[config.mk]
export PLATFORM = sky130hd
export DESIGN_NAME = can_bus_integration_ctrl
export DESIGN_NICKNAME = d
export VERILOG_FILES = /design/src/rtl/can_bus_integration_ctrl.sv
export SDC_FILE = /design/constraint.sdc
export NUM_CORES = 1
export LEC_CHECK = 0
export BUFFER_PORTS_ARGS = -buffer_cell sky130_fd_sc_hd__buf_2
export CAP_MARGIN = 20
export CORE_ASPECT_RATIO = 1.5
export CORE_MARGIN = 1.5
export CORE_UTILIZATION = 52
export DETAILED_ROUTE_END_ITERATION = 10
export PLACE_DENSITY = 0.75
export SLEW_MARGIN = 10
export SYNTH_ARGS = -nofsm -noshare
export SYNTH_HDL_FRONTEND = slang
export SYNTH_SLANG_ARGS = --single-unit
export TNS_END_PERCENT = 5
[constraint.sdc]
create_clock -name clk_i -period 2 [get_ports clk_i]
set_input_delay 0 -clock clk_i [delete_from_list [all_inputs] [get_ports clk_i]]
set_output_delay 0 -clock clk_i [all_outputs]
set_load 0.02 [all_outputs]
[src/rtl/can_bus_integration_ctrl.sv]
// CAN bus integration sequencer: counts recessive bits from the sampled bit
// stream and issues single-cycle strobes to the operation-control FSM.
module can_bus_integration_ctrl #(
  parameter int IDLE_BITS         = 11,
  parameter int INTERMISSION_BITS = 3,
  parameter int BUS_OFF_SEQS      = 128
) (
  input  logic clk_i,
  input  logic rst_i,
  input  logic reset_mode_i,
  input  logic sample_i,
  input  logic rx_i,
  input  logic frame_end_i,
  input  logic error_i,
  input  logic bus_off_i,
  output logic go_oc_integrating_o,
  output logic go_oc_receiving_o,
  output logic go_oc_idle_o,
  output logic bus_free_o,
  output logic sof_o,
  output logic overload_o,
  output logic bus_off_recovered_o,
  output logic busy_o
);

  localparam int REC_W = $clog2(IDLE_BITS + 1);
  localparam int INT_W = $clog2(INTERMISSION_BITS + 1);
  localparam int SEQ_W = $clog2(BUS_OFF_SEQS + 1);

  // Terminal values are compared before the increment so no counter ever wraps.
  localparam logic [REC_W-1:0] REC_LAST = REC_W'(IDLE_BITS - 1);
  localparam logic [INT_W-1:0] INT_LAST = INT_W'(INTERMISSION_BITS - 1);
  localparam logic [SEQ_W-1:0] SEQ_LAST = SEQ_W'(BUS_OFF_SEQS - 1);

  typedef enum logic [2:0] {
    S_OFF,
    S_INTEGRATING,
    S_IDLE,
    S_RECEIVING,
    S_INTERMISSION,
    S_BUS_OFF
  } state_t;

  state_t           state, state_nxt;
  logic [REC_W-1:0] rec_cnt, rec_nxt;
  logic [INT_W-1:0] int_cnt, int_nxt;
  logic [SEQ_W-1:0] seq_cnt, seq_nxt;

  logic go_int_nxt, go_rx_nxt, go_idle_nxt, bus_free_nxt;
  logic sof_nxt, overload_nxt, recovered_nxt, busy_nxt;

  always_comb begin
    // NOTE: every signal gets a default first so no path through this block
    // leaves a value unassigned, which would otherwise infer a latch.
    state_nxt     = state;
    rec_nxt       = rec_cnt;
    int_nxt       = int_cnt;
    seq_nxt       = seq_cnt;
    go_int_nxt    = 1'b0;
    go_rx_nxt     = 1'b0;
    go_idle_nxt   = 1'b0;
    bus_free_nxt  = 1'b0;
    sof_nxt       = 1'b0;
    overload_nxt  = 1'b0;
    recovered_nxt = 1'b0;

    if (reset_mode_i) begin
      state_nxt = S_OFF;
      rec_nxt   = '0;
      int_nxt   = '0;
      seq_nxt   = '0;
    end else if (state == S_OFF) begin
      go_int_nxt = 1'b1;
      state_nxt  = S_INTEGRATING;
      rec_nxt    = '0;
    end else if (bus_off_i) begin
      state_nxt = S_BUS_OFF;
      rec_nxt   = '0;
      seq_nxt   = '0;
    end else begin
      unique case (state)
        S_INTEGRATING: begin
          if (sample_i) begin
            if (!rx_i) begin
              rec_nxt = '0;
            end else if (rec_cnt == REC_LAST) begin
              bus_free_nxt = 1'b1;
              go_idle_nxt  = 1'b1;
              state_nxt    = S_IDLE;
              rec_nxt      = '0;
            end else begin
              rec_nxt = rec_cnt + REC_W'(1);
            end
          end
        end

        S_IDLE: begin
          if (sample_i && !rx_i) begin
            sof_nxt   = 1'b1;
            go_rx_nxt = 1'b1;
            state_nxt = S_RECEIVING;
          end
        end

        S_RECEIVING: begin
          if (error_i) begin
            go_int_nxt = 1'b1;
            state_nxt  = S_INTEGRATING;
            rec_nxt    = '0;
          end else if (frame_end_i) begin
            state_nxt = S_INTERMISSION;
            int_nxt   = '0;
          end
        end

        S_INTERMISSION: begin
          if (error_i) begin
            go_int_nxt = 1'b1;
            state_nxt  = S_INTEGRATING;
            rec_nxt    = '0;
          end else if (sample_i) begin
            if (rx_i) begin
              if (int_cnt == INT_LAST) begin
                go_idle_nxt = 1'b1;
                state_nxt   = S_IDLE;
                int_nxt     = '0;
              end else begin
                int_nxt = int_cnt + INT_W'(1);
              end
            end else if (int_cnt == INT_LAST) begin
              // Dominant on the last intermission bit is a start of frame.
              sof_nxt   = 1'b1;
              go_rx_nxt = 1'b1;
              state_nxt = S_RECEIVING;
              int_nxt   = '0;
            end else begin
              overload_nxt = 1'b1;
              go_int_nxt   = 1'b1;
              state_nxt    = S_INTEGRATING;
              rec_nxt      = '0;
              int_nxt      = '0;
            end
          end
        end

        S_BUS_OFF: begin
          if (sample_i) begin
            if (!rx_i) begin
              rec_nxt = '0;
            end else if (rec_cnt == REC_LAST) begin
              rec_nxt = '0;
              if (seq_cnt == SEQ_LAST) begin
                recovered_nxt = 1'b1;
                bus_free_nxt  = 1'b1;
                go_idle_nxt   = 1'b1;
                state_nxt     = S_IDLE;
                seq_nxt       = '0;
              end else begin
                seq_nxt = seq_cnt + SEQ_W'(1);
              end
            end else begin
              rec_nxt = rec_cnt + REC_W'(1);
            end
          end
        end

        default: state_nxt = S_OFF;
      endcase
    end

    busy_nxt = (state_nxt == S_RECEIVING) || (state_nxt == S_INTERMISSION);
  end

  always_ff @(posedge clk_i or posedge rst_i) begin
    if (rst_i) begin
      state               <= S_OFF;
      rec_cnt             <= '0;
      int_cnt             <= '0;
      seq_cnt             <= '0;
      go_oc_integrating_o <= 1'b0;
      go_oc_receiving_o   <= 1'b0;
      go_oc_idle_o        <= 1'b0;
      bus_free_o          <= 1'b0;
      sof_o               <= 1'b0;
      overload_o          <= 1'b0;
      bus_off_recovered_o <= 1'b0;
      busy_o              <= 1'b0;
    end else begin
      state               <= state_nxt;
      rec_cnt             <= rec_nxt;
      int_cnt             <= int_nxt;
      seq_cnt             <= seq_nxt;
      go_oc_integrating_o <= go_int_nxt;
      go_oc_receiving_o   <= go_rx_nxt;
      go_oc_idle_o        <= go_idle_nxt;
      bus_free_o          <= bus_free_nxt;
      sof_o               <= sof_nxt;
      overload_o          <= overload_nxt;
      bus_off_recovered_o <= recovered_nxt;
      busy_o              <= busy_nxt;
    end
  end

endmodule

# Yosys cells after proc, flatten, opt, wreduce, memory -nomap -nowiden
# Cells that the tools add are included.
word_totals:
  inputBits: 8
  regBits: 24
  elab_cells: 143
op_classes:
  mux: 94
  n_eq_ne: 21
  addsub: 3
  n_reduce_logical: 14
ops:
  columns: ["op", "n"]
  rows:
  - ["$mux 8", 8]
  - ["$mux 3", 17]
  - ["$mux 4", 11]
  - ["$mux 1", 41]
  - ["$mux 2", 10]
  - ["$ne 6x6->1 const B", 3]
  - ["$pmux 3 s5", 1]
  - ["$reduce_bool 3->1", 5]
  - ["$ne 3x3->1 const B", 4]
  - ["$pmux 4 s3", 1]
  - ["$eq 3x2->1 const B", 3]
  - ["$eq 3x3->1 const B", 3]
  - ["$add 8x1->8 const B", 1]
  - ["$eq 8x7->1 const B", 1]
  - ["$reduce_and 7->1", 1]
  - ["$pmux 1 s2", 3]
  - ["$reduce_and 6->1", 1]
  - ["$reduce_bool 6->1", 1]
  - ["$ne 5x1->1 const B", 1]
  - ["$ne 5x5->1 const B", 1]
  - ["$reduce_and 5->1", 1]
  - ["$add 4x1->4 const B", 1]
  - ["$eq 4x4->1 const B", 1]
  - ["$ne 2x2->1 const B", 2]
  - ["other kinds (10)", 10]

# Longest topological paths before layout
depth:
  depth_word: 11
  mapped_depth: 7

# Worst setup path after synthesis
# No wires, ideal clock.
synth_timing:
  kind: "register to register"
  from: "reg seq_cnt[0]"
  to: "reg busy_o"
  slack_ns: -0.170
  setup_time_ns: 0.125
  stages_incl_launch_ff: 7
  synth_period_minus_slack_ns: 2.170
  n_path_buf: 0
  arrival_time_ns: 2.045
  required_ns: 1.875
  path_cell_list: "dfrtp_1 ha_1 nand4_2 or3_4 and3_4 or4_4 mux2_4"
synth_between:
  elab_chain_len: 11
  elab_cells_between_ends: 12
synth_lines:
  columns: ["element", "line_no", "source"]
  rows:
  - ["start: declaration", "47", "logic [SEQ_W-1:0] seq_cnt, seq_nxt;"]
  - ["start signal: assignment", "192", "seq_cnt <= seq_nxt;"]
  - ["$eq 8x7->1 *", "152", "if (seq_cnt == SEQ_LAST) begin"]
  - ["$mux 3 *", "152", null]
  - ["$mux 3 *", "150", "end else if (rec_cnt == REC_LAST) begin"]
  - ["$mux 3 *", "148", "if (!rx_i) begin"]
  - ["$mux 3 *", "147", "if (sample_i) begin"]
  - ["$pmux 3 s5 *", "81", "unique case (state)"]
  - ["$mux 3 *", "76", "end else if (bus_off_i) begin"]
  - ["$mux 3 *", "72", "end else if (state == S_OFF) begin"]
  - ["$mux 3 *", "67", "if (reset_mode_i) begin"]
  - ["$eq 3x2->1 or $eq 3x3->1 (tied branches)", "171", "busy_nxt = (state_nxt == S_RECEIVING) || (state_nxt == S_INTERMISSION);"]
  - ["$logic_or 1x1->1 *", "171", null]
  - ["named net busy_nxt", "50", "logic sof_nxt, overload_nxt, recovered_nxt, busy_nxt;"]
  - ["end signal: assignment", "200", "busy_o <= busy_nxt;"]
  - ["end: declaration", "23", "output logic busy_o"]
# Mark *: on every way through the listed nets, which the timed path passes. The rest lies on a longest branch.
# A chain may end at the register's enable or synchronous reset.

# Worst setup path after layout
layout_timing:
  from: "reg seq_cnt[1]"
  to: "reg busy_o"
# The elaborated chain is that of the path after synthesis.

==> out/results.tsv <==
metric	value	unit
antenna_found_initial	0	
rsz0062_at_grt	yes	
syn2layout_area_growth	20.3	%
seq_area_frac_synth	40.4	%
cts_made_buffers	3	
synthesis.area	0.00149	sq mm
cts_buffer_depth	2	
wl_per_cell	16.4	um
grt-ovfl-total	0	
ys_top_cells_by_area	dfrtp_1 40%, o21ai_0 4.4%, ha_1 3.4%, nand2_1 3.3%, nor2_1 3.0%	
synth.top_cell.area_share	40.4	%
stdcell_area	0.00179	sq mm
cts_tree	yes	
setup_viol	1	
dp_hpwl	2870	um
start_util	55.0	%
r2r_setup_slack	-0.008	ns
root_buffer	clkbuf_8	
synth_fp_nets	182	
critPathCapture	busy_o	
path_class	flip-flop to flip-flop	
via_per_inst	6.27	
hold_class	input pin to flip-flop	
r2r_cells	6	
fin_crit_sh	100	%
fin_crit	2.01	ns
grt_pass1_vias	1383	
fillers	247	
regArea	602	sq um
rows	23	
failed_checks	setup timing	
fin_util	66.1	%
grt_pass1_wl	6140	um
yosysWarnings	0	
rr_endpoint	busy_o	
clock_sinks	24	
drv_slew	0	
ant_nets	0	
insertion_delay	0.26	ns
num_vias	1485	
clkTransAtPathRegs	0.08	ns
relSlewSlack	38.4	%
fin_ws	-0.00848	ns
fin_nets	213	
status	complete, but fails checks	
placed_area	0.00169	sq mm
synth_cell_types	42	
drt-pass1-iter-count	4	
synth_top_cell_by_area	dfrtp_1	
layout-drive-gt1-share	24.0	%
crit_fanout	2	
worstSetupStartpoint	seq_cnt[1]	
cp-end-kind	flip-flop	
grt_usage	27.4	%
grt_max_degree	25	
clock.fmax	498	MHz
gp_congestion	1.00	
die_h	68.5	um
worst_pin_slew	0.923	ns
fin_skew	0.00275	ns
hold_viol	0	
power_leakage	0.000819	uW
core-area	0.00271	sq mm
rr_startpoint	seq_cnt[1]	
worst_ep_required_time	2.15	ns
routed_wl	3880	um
drc	0	
n_antenna_cell	0	
cp.arrival	2.16	ns
vdd_drop_max	0.419	mV
multi_input_area	817	sq um
io_pins	16	
crit_path_start_kind	flip-flop	
avgSynthCellArea	8.75	sq um
p_per_area	528	mW/mm^2
max_cap_viol_count	0	
netlist_instances	170	
htree_levels	1	
dr.first_iter.drc_count	107	
ys_seq_elements	24	
die_w	46.7	um
die-area	0.00320	sq mm
port_buffers	15	
==> through the flow <==
step | power, uW | hold WS, ns | worst slack, ns | TNS, ns | std cells
finish | 944 | 0.0231 | -0.00848 | -0.00848 | 237
global route | 988 | 0.0151 | -0.0660 | -0.0660 | 237
CTS | 948 | 0.00906 | -0.00975 | -0.00975 | 235
detailed placement | 624 | 0.240 | 0.00714 | 0 | 229
global placement | 621 | 0.215 | 0.000480 | 0 | 229
floorplan | 581 | 0.0146 | -0.00209 | -0.00209 | 170
==> cells in the mapped netlist (all sizes together) <==
library cell,n
nor3b,2
nand2,13
nor2,12
o21ai,13
ha,4
a21oi,6
o21a,2
a311oi,2
o31ai,5
clkbuf,8
nand3b,2
and3,8
dfrtp,24
a221oi,2
nor3,5
a21o,2
nand3,7
a211o,1
or2,1
nand2b,2
nor2b,2
or3b,1
buf,1
or3,7
o311ai,1
nand4,3
o2bb2ai,1
a211oi,1
mux2,1
o211ai,4
nand4b,2
xor2,3
nor4,3
inv,11
a2111oi,2
o41ai,1
a31oi,3
or4,1
and4b,1
==> cell usage in the layout (no fill, tap or decap), types with 4 or more instances in the layout <==
cell	count
nand2_1	13
nand3_1	7
inv_1	11
buf_4	19
dfrtp_1	23
a21oi_1	6
and3_1	7
nor2_1	12
o21ai_0	12
clkbuf_8	4
nor3_1	5
or3_1	6
o211ai_1	4
buf_2	15
o31ai_1	4
==> layer usage <==
metal	track usage (%)	routed length (um)	vias to the layer above
li1	-	-	693
met1	29.0	1490	720
met2	50.9	2100	61
met3	3.13	165	11
met4	14.2	123	0
met5	0	0	-
==> worst min path at each step <==
stage	start	endpoint	slack, ns	cells after the start
2_1_floorplan	rst_i	bus_free_o	0.01	1
3_3_place_gp	rst_i	rec_cnt[2]	0.22	2
3_5_place_dp	rst_i	overload_o	0.24	2
4_1_cts	reset_mode_i	int_cnt[0]	0.009	2
5_1_grt	reset_mode_i	int_cnt[0]	0.02	2
6_report	reset_mode_i	int_cnt[0]	0.02	2
==> cells by family (layout without fill, tap and decap cells) <==
group / count (synthesis) / in the layout / synth area share (%)
buffers and inverters: 20 / 50 / 5.30
AND/OR/NAND/NOR: 72 / 72 / 27.6
adder cells (fa/ha/maj): 4 / 4 / 3.36
XOR/XNOR: 3 / 3 / 1.77
flip-flops: 24 / 24 / 40.4
AO/OA/AOI/OAI: 46 / 46 / 20.6
multiplexers: 1 / 1 / 1.01
==> where the power goes <==
| group | switching, uW | leakage [uW] | internal, uW | total [uW] |
|---|---|---|---|---|
| sequential | 8.25 | 0.000330 | 490 | 498 |
| clock | 148 | 0.0000288 | 176 | 323 |
| combinational | 78.8 | 0.000461 | 44.2 | 123 |
==> registers in the layout, indices dropped and copies added, names as in the netlist, 2 cells and up <==
name / count
state: 3
int_cnt: 2
seq_cnt: 8
rec_cnt: 4
==> critical path, cell delays in order (launching register included) <==
cell	delay (ns)
dfrtp_1	0.36
ha_2	0.19
nand4_2	0.08
or3_4	0.35
and3_4	0.18
or4_4	0.43
mux2_4	0.30
==> cell type report <==
cell class / instances / area share (%)
well taps: 37 / 2.59
clock buffers: 4 / 3.08
repair buffers: 35 / 12.7
multi-input cells: 126 / 45.7
inverters: 11 / 2.31
flip-flops and latches: 24 / 33.6
==> timing repair <==
item	in CTS	in global routing
gates resized for setup	0	4
buffers inserted	1	2
setup endpoints to repair	1	5
endpoints found under the hold margin	24	0
pin swaps	0	1
hold buffers	1	0
gates cloned	0	0
No activity file was read; power rests on OpenSTA's default activity.
